--- src/rtl/ring_entropy_collector.sv ---
// ring_entropy_collector: samples the raw ring oscillator output through a
// synchroniser on a programmable divider tick, removes bias with a von Neumann
// extractor, packs the surviving bits into 32-bit words and buffers them in a
// small FIFO that firmware drains over Wishbone.
//
// Bus handshake: a request is (stb & cyc) while ack is low. Ack rises on the
// following cycle for exactly one cycle; read data is registered on the same
// edge, and every register side effect (write, pop, flush) happens on that edge.
module ring_entropy_collector #(
    parameter int          FIFO_DEPTH = 4,
    parameter logic [15:0] DIV_RESET  = 16'd15
) (
    input  logic        wb_clk_i,
    input  logic        wb_rst_i,
    input  logic        wb_stb_i,
    input  logic        wb_cyc_i,
    input  logic        wb_we_i,
    input  logic [3:0]  wb_sel_i,
    input  logic [31:0] wb_dat_i,
    input  logic [31:0] wb_adr_i,
    output logic        wb_ack_o,
    output logic [31:0] wb_dat_o,
    input  logic        ring_raw,
    output logic        data_valid
);

    localparam int         AW      = $clog2(FIFO_DEPTH);
    localparam logic [4:0] DEPTH_L = 5'(FIFO_DEPTH);

    // bus registers
    logic        ack_q, ack_d;
    logic [31:0] dat_q, dat_d;
    // control / status
    logic        enable_q, enable_d;
    logic [15:0] div_q, div_d;
    logic        ovf_q, ovf_d;
    // sampling path
    logic        sync1_q, sync2_q;
    logic [15:0] cnt_q, cnt_d;
    logic        have_a_q, have_a_d;
    logic        a_q, a_d;
    logic [31:0] word_q, word_d;
    logic [4:0]  bitcnt_q, bitcnt_d;
    // fifo
    logic [31:0]   mem_q [FIFO_DEPTH];
    logic [31:0]   mem_d [FIFO_DEPTH];
    logic [AW-1:0] wr_ptr_q, wr_ptr_d;
    logic [AW-1:0] rd_ptr_q, rd_ptr_d;
    logic [4:0]    level_q, level_d;
    logic          valid_q, valid_d;

    logic        req, wr, rd;
    logic        sel_data, sel_stat, sel_ctrl;
    logic        fifo_empty, fifo_full;
    logic        pop, flush, tick, bit_valid, push;
    logic [31:0] push_word;
    logic [31:0] rdata;

    // Bits of the bus that carry no meaning in this window.
    logic unused_bits;
    assign unused_bits = &{1'b0, wb_adr_i[31:8], wb_dat_i[15:2]};

    // Request decode and register select.
    always_comb begin
        req        = wb_stb_i & wb_cyc_i & ~ack_q;
        wr         = req & wb_we_i & (|wb_sel_i);
        rd         = req & ~wb_we_i;
        sel_data   = (wb_adr_i[7:0] == 8'h00);
        sel_stat   = (wb_adr_i[7:0] == 8'h04);
        sel_ctrl   = (wb_adr_i[7:0] == 8'h08);
        fifo_empty = (level_q == 5'd0);
        fifo_full  = (level_q == DEPTH_L);
        pop        = rd & sel_data & ~fifo_empty;
        flush      = wr & sel_ctrl & wb_dat_i[1];
    end

    // Read mux; unmapped addresses and an empty DATA read return zero.
    always_comb begin
        rdata = 32'h0;
        if (sel_data && !fifo_empty) begin
            rdata = mem_q[rd_ptr_q];
        end else if (sel_stat) begin
            rdata = {15'h0, ovf_q, 6'h0, fifo_full, fifo_empty, 3'h0, level_q};
        end else if (sel_ctrl) begin
            rdata = {div_q, 14'h0, 1'b0, enable_q};
        end
    end

    // Bus response and control register updates.
    always_comb begin
        ack_d    = req;
        dat_d    = rd ? rdata : 32'h0;
        enable_d = enable_q;
        div_d    = div_q;
        if (wr && sel_ctrl) begin
            enable_d = wb_dat_i[0];
            div_d    = wb_dat_i[31:16];
        end
    end

    // Sample divider: counts only while enabled; the count is compared for
    // equality, so lowering the divider below the live count waits for a wrap.
    always_comb begin
        tick  = 1'b0;
        cnt_d = cnt_q;
        if (!enable_q) begin
            cnt_d = 16'h0;
        end else if (cnt_q == div_q) begin
            tick  = 1'b1;
            cnt_d = 16'h0;
        end else begin
            cnt_d = cnt_q + 16'd1;
        end
    end

    // Von Neumann extractor and bit packer; disable or flush drops partial work.
    always_comb begin
        have_a_d  = have_a_q;
        a_d       = a_q;
        bit_valid = 1'b0;
        word_d    = word_q;
        bitcnt_d  = bitcnt_q;
        push      = 1'b0;
        push_word = {a_q, word_q[31:1]};
        if (!enable_q) begin
            have_a_d = 1'b0;
            a_d      = 1'b0;
        end else if (tick) begin
            if (!have_a_q) begin
                have_a_d = 1'b1;
                a_d      = sync2_q;
            end else begin
                have_a_d  = 1'b0;
                bit_valid = (a_q != sync2_q);
            end
        end
        if (!enable_q || flush) begin
            word_d   = 32'h0;
            bitcnt_d = 5'd0;
        end else if (bit_valid) begin
            if (bitcnt_q == 5'd31) begin
                push     = 1'b1;
                word_d   = 32'h0;
                bitcnt_d = 5'd0;
            end else begin
                word_d   = push_word;
                bitcnt_d = bitcnt_q + 5'd1;
            end
        end
    end

    // FIFO bookkeeping: a pop frees the slot a simultaneous push needs when full.
    always_comb begin
        mem_d    = mem_q;
        wr_ptr_d = wr_ptr_q;
        rd_ptr_d = rd_ptr_q;
        level_d  = level_q;
        ovf_d    = ovf_q;
        if (wr && sel_stat && wb_dat_i[16]) begin
            ovf_d = 1'b0;
        end
        if (flush) begin
            wr_ptr_d = '0;
            rd_ptr_d = '0;
            level_d  = 5'd0;
        end else begin
            if (push && (!fifo_full || pop)) begin
                mem_d[wr_ptr_q] = push_word;
                wr_ptr_d        = wr_ptr_q + AW'(1);
                level_d         = level_d + 5'd1;
            end else if (push) begin
                ovf_d = 1'b1;
            end
            if (pop) begin
                rd_ptr_d = rd_ptr_q + AW'(1);
                level_d  = level_d - 5'd1;
            end
        end
        valid_d = (level_d != 5'd0);
    end

    // Two-flop synchroniser for the asynchronous ring output.
    always_ff @(posedge wb_clk_i or posedge wb_rst_i) begin
        if (wb_rst_i) begin
            sync1_q <= 1'b0;
            sync2_q <= 1'b0;
        end else begin
            sync1_q <= ring_raw;
            sync2_q <= sync1_q;
        end
    end

    // Bus, control and sampling-path state.
    always_ff @(posedge wb_clk_i or posedge wb_rst_i) begin
        if (wb_rst_i) begin
            ack_q    <= 1'b0;
            dat_q    <= 32'h0;
            enable_q <= 1'b0;
            div_q    <= DIV_RESET;
            ovf_q    <= 1'b0;
            cnt_q    <= 16'h0;
            have_a_q <= 1'b0;
            a_q      <= 1'b0;
            word_q   <= 32'h0;
            bitcnt_q <= 5'd0;
        end else begin
            ack_q    <= ack_d;
            dat_q    <= dat_d;
            enable_q <= enable_d;
            div_q    <= div_d;
            ovf_q    <= ovf_d;
            cnt_q    <= cnt_d;
            have_a_q <= have_a_d;
            a_q      <= a_d;
            word_q   <= word_d;
            bitcnt_q <= bitcnt_d;
        end
    end

    // FIFO storage, pointers and the registered not-empty flag.
    always_ff @(posedge wb_clk_i or posedge wb_rst_i) begin
        if (wb_rst_i) begin
            for (int i = 0; i < FIFO_DEPTH; i++) begin
                mem_q[i] <= 32'h0;
            end
            wr_ptr_q <= '0;
            rd_ptr_q <= '0;
            level_q  <= 5'd0;
            valid_q  <= 1'b0;
        end else begin
            mem_q    <= mem_d;
            wr_ptr_q <= wr_ptr_d;
            rd_ptr_q <= rd_ptr_d;
            level_q  <= level_d;
            valid_q  <= valid_d;
        end
    end

    assign wb_ack_o   = ack_q;
    assign wb_dat_o   = dat_q;
    assign data_valid = valid_q;

endmodule

--- config.mk ---
export PLATFORM = sky130hd
export DESIGN_NAME = ring_entropy_collector
export DESIGN_NICKNAME = d
export VERILOG_FILES = /design/src/rtl/ring_entropy_collector.sv
export SDC_FILE = /design/constraint.sdc
export NUM_CORES = 1
export LEC_CHECK = 0
export ABC_CLOCK_PERIOD_IN_PS = 7320
export CORE_MARGIN = 8
export CORE_UTILIZATION = 52
export DETAILED_ROUTE_END_ITERATION = 12
export GPL_TIMING_DRIVEN = 0
export PLACE_DENSITY = 0.77
export SLEW_MARGIN = 20
export SYNTH_ARGS = -nofsm -noshare
export SYNTH_HDL_FRONTEND = slang
export SYNTH_SLANG_ARGS = --single-unit
--- constraint.sdc ---
create_clock -name wb_clk_i -period 7.32 [get_ports wb_clk_i]
set_clock_uncertainty 0.05 [all_clocks]
set_input_delay 1.098 -clock wb_clk_i [delete_from_list [all_inputs] [get_ports wb_clk_i]]
set_output_delay 1.098 -clock wb_clk_i [all_outputs]
set_load 0.01 [all_outputs]
==> flow_summary.toml <==
[floorplan]
die-width_um = 161
core_um2 = 20800
initial_core_util = 0.526
die_y_um = 161
die-area_um2 = 26000
io_pins = 108
rows = 53

[setup_path]
criticalPathCategory = "input pin to flip-flop"
critPathCaptureType = "flip-flop"
rrSetupSlack_ns = 3.07
r2r-end = "data_valid$_DFF_PP0_"
worstPathArrival_ns = 5.04
crit_required_ns = 7.69
reg2reg_depth = 15
startpoint = "wb_adr_i[1]"
worst_setup_path_start_kind = "input pin"
r2r-start = "level_q[0]$_DFF_PP0_"
path_max_fanout = 8

[synthesis]
ys_seq_area_frac = 0.560
ys_ff_latch = 245
syn_inst = 763
synth.cell_area_um2 = 11000
synth.net_count = 847
synth_cell_types = 49
synth_top_cell_by_area = "dfrtp_1"
syn_avg_cell_area_um2 = 14.4
synth_warnings = 0
post_synth_main_area_contributors = "dfrtp_1, mux2_2, mux2_4"
synth.top_cell.area_share = 0.550

[clock_network]
htree_levels = 1
cts_root_buf = "clkbuf_16"
cts_tree = "built"
ctsHoldBuffers = 0
cts.repair.resized = 0
clkSinkCount = 245
clk_pin_slew_ns = 0.06
clk_latency_ns = 0.51
clock_path_buffers = 3
cts_inserted_buffers = 24
cts_setup_buffers = 0

[routing]
wl_um = 22900
viasPerCell = 5.66
drc = 0
first_pass_iters = 4
antenna_left = 0
post_drt_wl_per_cell_um = 19.8
drt_iter0_drc = 462
vias = 6555

[placed_design]
io_buffers = 69
gp_congestion = 0.850
pre_cts_ws_ns = 2.18
place.detailed.hpwl_um = 15700

[timing]
fin_crit_sh = 0.638
fin_ws_ns = 2.65
worst_pin_slew_ns = 0.955
finalSetupViolCount = 0
setup_tns_ns = 0
slew_headroom = 0.354
min_period_ns = 4.67
hold_viol_final = 0
rsz0062_at_grt = "no"
finalMaxSlewViolations = 0
max_freq_ghz = 0.214

[final_layout]
nNetsFinal = 950
syn2layout_area_growth_pct = 18.7
finalCoreUtilization = 0.625
drive_above_1_share = 0.276
diodes = 0

[global_route]
overflow = 0
grt_util_all_layers = 0.181
grt_pass1_vias = 6992
grt_pass1_wl_um = 38300
antenna_found_initial = 0
grt_max_degree = 35

[worst_hold_path]
min-delay-start = "sync1_q$_DFF_PP0_"
min_delay_worst_endpoint = "sync2_q$_DFF_PP0_"
min_path_type = "flip-flop to flip-flop"
min_path_cells = 0

[pwr]
power_density_nw_per_um2 = 209
vdd_drop_max_v = 0.000128
fin_total_pwr_mw = 2.72
leakagePower_nw = 6.18

[job]
drv_cap = 0

[outcome]
status = "completed"
synth_stat cells, drive strengths merged:
cell type,count
or4bb,1
dfstp,4
nand4,5
o31ai,3
and3b,1
a22o,33
o211ai,2
a21oi,6
xor2,29
nor4,13
inv,10
nor4b,2
nor2,53
a21boi,2
dfrtp,241
o311ai,1
nand4bb,1
clkbuf,30
a22oi,22
nand3b,2
o41ai,1
o21ai,3
nor3,5
a2bb2oi,1
mux2i,2
or3,1
nor4bb,1
ha,10
or2,1
buf,14
a31oi,1
and2,16
and3,4
mux4,32
or4,6
nand2b,1
mux2,146
a211oi,2
xnor2,15
nand3,18
nor2b,1
nand2,21
cell families (layout without fill, tap and decap cells):
logic type	Yosys count	count (layout)	share of synthesized area
muxes	180	180	0.235
xor gates and xnor gates	44	44	0.0352
DFF	245	245	0.560
buffers and inverters	54	174	0.0267
and+or+nand+nor	153	153	0.0767
AOI/OAI and AO/OA	77	77	0.0547
adders and majority gates	10	10	0.0114
layout make-up:
type | count | area [um^2]
Tap cell | 275 | 344
Clock buffer | 33 | 696
Fill cell | 1569 | 7810
Buffer | 44 | 255
Timing Repair Buffer | 77 | 866
Multi-Input combinational cell | 464 | 4540
Inverter | 10 | 41.3
Clock inverter | 10 | 130
Sequential cell | 245 | 6140
critical path, stage by stage:
cell	delay [ns]
clkdlybuf4s50_1	0.42
or4_4	0.58
nor4_4	0.60
nor2_2	0.13
nor4_4	0.81
xnor2_1	0.15
ha_1	0.26
nand3_1	0.09
o21ai_0	0.10
or4_1	0.43
a21boi_0	0.19
nor2_1	0.07
o211ai_1	0.11
through the flow:
stage          instance area (um^2)  std cells  hold slack [ns]
3_5_place_dp                  12200       1115            0.298
2_1_floorplan                 11000        763            0.281
4_1_cts                       13000       1158            0.302
6_report                      13000       1158            0.302
3_3_place_gp                  12000       1107            0.283
5_1_grt                       13000       1158            0.320
routing by layer:
metal	track usage	part of all wire	vias up
li1	-	-	2980
met3	0.0349	0.048	38
met4	0.0547	0.022	0
met2	0.296	0.49	134
met5	0	0	-
met1	0.242	0.44	3403
state kept, by name (all words and copies together), names as in the netlist:
signal,count
ovf_q,1
sync1_q,1
sync2_q,1
wb_dat_o,32
level_q,5
have_a_q,1
word_q,31
rd_ptr_q,2
a_q,1
enable_q,1
data_valid,1
wb_ack_o,1
div_q,16
bitcnt_q,5
mem_q,128
wr_ptr_q,2
cnt_q,16
how the worst max path moves through the flow:
stage | to | slack, ns
after floorplan | a_q$_DFFE_PP0P_ | 2.96
after global placement | mem_q[24]$_DFFE_PP0P_ | 1.25
after detailed placement | data_valid$_DFF_PP0_ | 2.18
after CTS | data_valid$_DFF_PP0_ | 2.70
after global routing | data_valid$_DFF_PP0_ | 2.46
final | data_valid$_DFF_PP0_ | 2.65
power breakdown:
| part | leakage (nW) | switching [mW] | internal (mW) |
|---|---|---|---|
| clock | 0.404 | 0.503 | 0.770 |
| sequential | 3.39 | 0.00267 | 1.36 |
| combinational | 2.39 | 0.0494 | 0.0370 |
cells in the final DEF, fill, tap and decap left out, types with 15 or more instances in the layout:
master           Yosys  routed
a22o_1              33      33
a22oi_1             22      22
and2_1              16      16
clkbuf_1            30      34
clkbuf_16            0      25
clkdlybuf4s50_1      0      69
dfrtp_1            241     241
mux2_2              85      85
mux2_4              52      52
mux4_2              32      32
nand2_1             17      17
nand3_1             18      18
nor2_1              52      52
xnor2_1             15      15
xor2_1              29      29
(Power assumes the default switching activity.)
